[config.mk]
export PLATFORM = sky130hd
export DESIGN_NAME = hrm_rot_seq
export DESIGN_NICKNAME = d
export VERILOG_FILES = /design/src/rtl/hrm_rot_seq.sv
export SDC_FILE = /design/constraint.sdc
export NUM_CORES = 2
export LEC_CHECK = 0
export ABC_AREA = 1
export CORE_MARGIN = 4
export CORE_UTILIZATION = 42
export CTS_CLUSTER_DIAMETER = 30
export DETAILED_ROUTE_END_ITERATION = 6
export PLACE_DENSITY_LB_ADDON = 0.15
export REMOVE_ABC_BUFFERS = 1
export SETUP_SLACK_MARGIN = 0.2
export SYNTH_ARGS = -nofsm -noshare
export SYNTH_HDL_FRONTEND = slang
export SYNTH_SLANG_ARGS = --single-unit
[constraint.sdc]
create_clock -name i_clk -period 12.3 [get_ports i_clk]
set_input_delay 2.46 -clock i_clk [delete_from_list [all_inputs] [get_ports i_clk]]
set_output_delay 2.46 -clock i_clk [all_outputs]
set_load 0.02 [all_outputs]
[src/rtl/hrm_rot_seq.sv]
`timescale 1ns/1ps
`default_nettype none
// ============================================================================
// Module      : hrm_rot_seq
// Description : Sequential harmonic rotator. Steps (sin, cos) from a start
//               angle alpha by a fixed increment delta, N times, using one
//               time-shared signed multiplier over four cycles per step.
//               Optional macro HRM_ROT_SEQ_SAT_EN: saturate instead of wrap
//               when narrowing the accumulators back to W bits.
// Revision    : 1.0 - initial release
// ============================================================================
module hrm_rot_seq #(
  parameter int W      = 25,
  parameter int FRAC   = 23,
  parameter int STEP_W = 16
) (
  input  logic                  i_clk,
  input  logic                  i_rst_n,
  input  logic                  i_start,
  input  logic [1:0][W-1:0]     i_alpha,
  input  logic [1:0][W-1:0]     i_delta,
  input  logic [STEP_W-1:0]     i_steps,
  input  logic                  i_ready,
  output logic [1:0][W-1:0]     o_theta,
  output logic                  o_valid,
  output logic                  o_busy,
  output logic                  o_done
);

  // Two guard bits so a sum of two unit-magnitude products never overflows.
  localparam int c_ACC_W = W + 2;

  typedef enum logic [2:0] {
    S_IDLE = 3'd0,
    S_M0   = 3'd1,
    S_M1   = 3'd2,
    S_M2   = 3'd3,
    S_M3   = 3'd4,
    S_OUT  = 3'd5,
    S_DONE = 3'd6
  } state_t;

  state_t                     r_state;
  state_t                     w_state_next;

  // Index 0 holds the sine term, index 1 the cosine term.
  logic [1:0][W-1:0]          r_theta;
  logic [1:0][W-1:0]          r_delta;
  logic [1:0][W-1:0]          r_out;
  logic [STEP_W-1:0]          r_steps;
  logic [STEP_W-1:0]          r_cnt;
  logic [STEP_W-1:0]          w_cnt_next;

  logic signed [c_ACC_W-1:0]  r_acc_s;
  logic signed [c_ACC_W-1:0]  r_acc_c;
  logic signed [c_ACC_W-1:0]  w_acc_c_fin;
  logic signed [c_ACC_W-1:0]  w_prod;
  logic signed [W-1:0]        w_mul_a;
  logic signed [W-1:0]        w_mul_b;
  logic signed [2*W-1:0]      w_prod_full;
  logic [W-1:0]               w_res_s;
  logic [W-1:0]               w_res_c;

`ifdef HRM_ROT_SEQ_SAT_EN
  localparam logic signed [c_ACC_W-1:0] c_SAT_MAX = c_ACC_W'((2**(W-1)) - 1);
  localparam logic signed [c_ACC_W-1:0] c_SAT_MIN = ~c_SAT_MAX;
`endif

  // Select the operand pair for the single shared multiplier by phase.
  always_comb begin
    w_mul_a = '0;
    w_mul_b = '0;
    case (r_state)
      S_M0: begin w_mul_a = $signed(r_theta[0]); w_mul_b = $signed(r_delta[1]); end
      S_M1: begin w_mul_a = $signed(r_theta[1]); w_mul_b = $signed(r_delta[0]); end
      S_M2: begin w_mul_a = $signed(r_theta[1]); w_mul_b = $signed(r_delta[1]); end
      S_M3: begin w_mul_a = $signed(r_theta[0]); w_mul_b = $signed(r_delta[0]); end
      default: ;
    endcase
  end

  assign w_prod_full = (2*W)'(w_mul_a) * (2*W)'(w_mul_b);
  assign w_prod      = c_ACC_W'(w_prod_full >>> FRAC);
  assign w_acc_c_fin = r_acc_c - w_prod;
  assign w_cnt_next  = r_cnt + STEP_W'(1);

  // Narrow both accumulators back to W bits (cosine uses its final M3 value).
  always_comb begin
    w_res_s = r_acc_s[W-1:0];
    w_res_c = w_acc_c_fin[W-1:0];
`ifdef HRM_ROT_SEQ_SAT_EN
    if (r_acc_s > c_SAT_MAX)          w_res_s = c_SAT_MAX[W-1:0];
    else if (r_acc_s < c_SAT_MIN)     w_res_s = c_SAT_MIN[W-1:0];
    if (w_acc_c_fin > c_SAT_MAX)      w_res_c = c_SAT_MAX[W-1:0];
    else if (w_acc_c_fin < c_SAT_MIN) w_res_c = c_SAT_MIN[W-1:0];
`endif
  end

  // State register.
  always_ff @(posedge i_clk or negedge i_rst_n) begin
    if (!i_rst_n) r_state <= S_IDLE;
    else          r_state <= w_state_next;
  end

  // Next-state logic and status outputs.
  always_comb begin
    w_state_next = r_state;
    o_valid      = 1'b0;
    o_busy       = 1'b1;
    o_done       = 1'b0;
    case (r_state)
      S_IDLE: begin
        o_busy = 1'b0;
        if (i_start) w_state_next = (i_steps != '0) ? S_M0 : S_DONE;
      end
      S_M0: w_state_next = S_M1;
      S_M1: w_state_next = S_M2;
      S_M2: w_state_next = S_M3;
      S_M3: w_state_next = S_OUT;
      S_OUT: begin
        o_valid = 1'b1;
        if (i_ready) w_state_next = (w_cnt_next == r_steps) ? S_DONE : S_M0;
      end
      S_DONE: begin
        o_done       = 1'b1;
        w_state_next = S_IDLE;
      end
      default: w_state_next = S_IDLE;
    endcase
  end

  assign o_theta = r_out;

  // Datapath: capture on start, multiply-accumulate per phase, publish on M3.
  always_ff @(posedge i_clk or negedge i_rst_n) begin
    if (!i_rst_n) begin
      r_theta <= '0;
      r_delta <= '0;
      r_out   <= '0;
      r_steps <= '0;
      r_cnt   <= '0;
      r_acc_s <= '0;
      r_acc_c <= '0;
    end else begin
      case (r_state)
        S_IDLE: begin
          if (i_start && (i_steps != '0)) begin
            r_theta <= i_alpha;
            r_delta <= i_delta;
            r_steps <= i_steps;
            r_cnt   <= '0;
          end
        end
        S_M0: r_acc_s <= w_prod;
        S_M1: r_acc_s <= r_acc_s + w_prod;
        S_M2: r_acc_c <= w_prod;
        S_M3: begin
          r_acc_c <= w_acc_c_fin;
          r_theta <= {w_res_c, w_res_s};
          r_out   <= {w_res_c, w_res_s};
        end
        S_OUT: if (i_ready) r_cnt <= w_cnt_next;
        default: ;
      endcase
    end
  end

endmodule
`default_nettype wire

==> reports/metrics.csv <==
metric,value,unit
Yosys cell types,51,
Die Y,301,µm
routability congestion estimate from global placement,0.935,
Synth top area share,0.356,
Hold Path Origin,o_theta[21],
core area,85100,µm²
Startpoint Class,flip-flop,
status,"finished, final reports clean",
final period utilization,0.904,
Synth area leader,fa_1,
Buffers on Ports,172,
Async SR Flop Fraction,1.00,
Final ANT Viol Nets,0,
most frequent cell after synthesis,inv_1,
Max-Cap Viols,0,
post-DR vias/cell,4.91,
CP Data Arrival Time,11610,ps
cts repair resizes,0,
GRT Resource Usage Total,0.242,
Die Width,301,µm
Initial Util,0.423,
global route overflow,0,
CTS tree,done,
CP max stage delay,1050,ps
maximum clock rate,90.0,MHz
Setup WS post-layout,1190,ps
first-pass GRT wire length,173000,µm
H-tree Lvls,2,
min cycle time layout,11110,ps
total negative setup slack,0,ps
DR vias,28600,
CTS Root Cell,clkbuf_16,
n_diodes,0,
# nets final,5573,
"EDFF count, synth",0,
WL final,106000,µm
vias in the first global route,30700,
initial drt markers,1849,
Crit-path slowest cell,a22o_1,
Worst-Skew Late Latency,610,ps
min-delay worst type,flip-flop to flip-flop,
DR pass1 iterations,6,
CP Data Required Time,12800,ps
DRC violations left,0,
cts bufs inserted,54,
RSZ-0062 raised after global routing,no,
"Seq/Total Area, Yosys",0.163,
initial antenna violation count,0,
reg2reg start,r_state[2],
Detail Placement HPWL,87300,µm
Setup Skew,41.3,ps
ys flop type,dfrtp_1,
Synth top cells by count,"inv_1, nand2_1, fa_1",
row cnt,107,
Worst-path clk slew,50,ps
Post-CTS Setup Inserts,0,
pin count of the biggest net entering global routing,152,
crit path from,r_state[2],
clock buffer depth,3,
cell mode on critical path,fa_1,
worst-path fanout max,25,
die area,90500,µm²
hold buffer count at CTS,0,
Syn Area/Cell,8.01,µm²
final hold vios,0,
slew margin rel.,0.172,
area grow syn2layout,14.4,%
I/O Pins,173,
routed length per instance,18.2,µm
synth top area cells,"fa_1, dfrtp_1, inv_1",
DP Worst Slack,1280,ps
Synth warnings,0,
Yosys reg bits,235,
final slew viol count,0,
Setup crit end kind,flip-flop,
Worst Tran Pin Value,1240,ps
fraction of layout cells with a size suffix above 1,0.0656,
synthesized area,36000,µm²
clk sinks,235,
Cells after Synth,4496,
WS Path Type,flip-flop to flip-flop,
endpoints failing setup,0,
critical path, delay by kind of cell (launching register included):
family,cells,cell delay (ps)
AO/OA/AOI/OAI,6,2080
XOR/XNOR,1,570
adder cells (fa/ha/maj),9,4240
buffers and inverters,8,1170
flip-flops,1,590
AND/OR/NAND/NOR,20,2300
logic make-up (layout without fill, tap and decap cells):
logic type                 after synthesis  in the layout  synth area share
muxes                                   59             59            0.0185
adders and majority gates              819            819             0.418
DFF                                    235            235             0.163
AOI/OAI and AO/OA                      426            426            0.0686
and+or+nand+nor                       1515           1515             0.170
xor gates and xnor gates                72             72            0.0179
buffers and inverters                 1370           1553             0.143
registers in the layout, indices dropped and copies added, names as in the netlist:
signal,cells
r_delta,50
r_theta,50
r_state,3
r_steps,16
r_cnt,16
r_acc_c,25
o_theta,50
r_acc_s,25
path summary, 6_finish.rpt:
check                               to  slack, ps  cells past startpoint
max reg2reg                r_acc_c[21]       1190                     44
max in group asynchronous  r_delta[13]       9060                      2
max                        r_acc_c[21]       1190                     44
min in group asynchronous  o_theta[20]       1880                      1
min                        o_theta[21]        480                      2
min reg2reg                o_theta[21]        480                      2
metrics by stage:
step / utilization / instance area [µm²] / hold slack (ps) / std cells
finish: 0.484 / 41200 / 477 / 5823
floorplan: - / 35400 / 473 / 4335
global placement: 0.460 / 39200 / 464 / 5722
detailed placement: 0.460 / 39200 / 466 / 5722
global route: 0.484 / 41200 / 505 / 5823
CTS: 0.484 / 41200 / 486 / 5823
cell usage in the layout (no fill, tap or decap), types with 59 or more instances in the layout:
cell type	instances
inv_1	1196
nand2_1	1112
fa_1	641
dfrtp_1	235
nor2_1	178
ha_1	178
clkdlybuf4s50_1	171
a21oi_1	165
nand3_1	118
o21ai_0	110
buf_4	70
mux2_2	59
area by class of cell:
type                            instances  area, µm²
Sequential cell                       235       5880
Fill cell                            8443      43900
Clock inverter                         33        531
Inverter                             1209       4540
Timing Repair Buffer                  243       2270
Clock buffer                           68       1510
Tap cell                             1144       1430
Multi-Input combinational cell       2891      25000
layer usage:
metal | track usage | wire, µm
met1 | 0.347 | 48800
met2 | 0.406 | 50500
met3 | 0.0286 | 5100
met4 | 0.0364 | 1430
met5 | 0 | 0
Power is not shown: default switching activity piles up to over one toggle a cycle in this logic, so the estimate is an artifact.
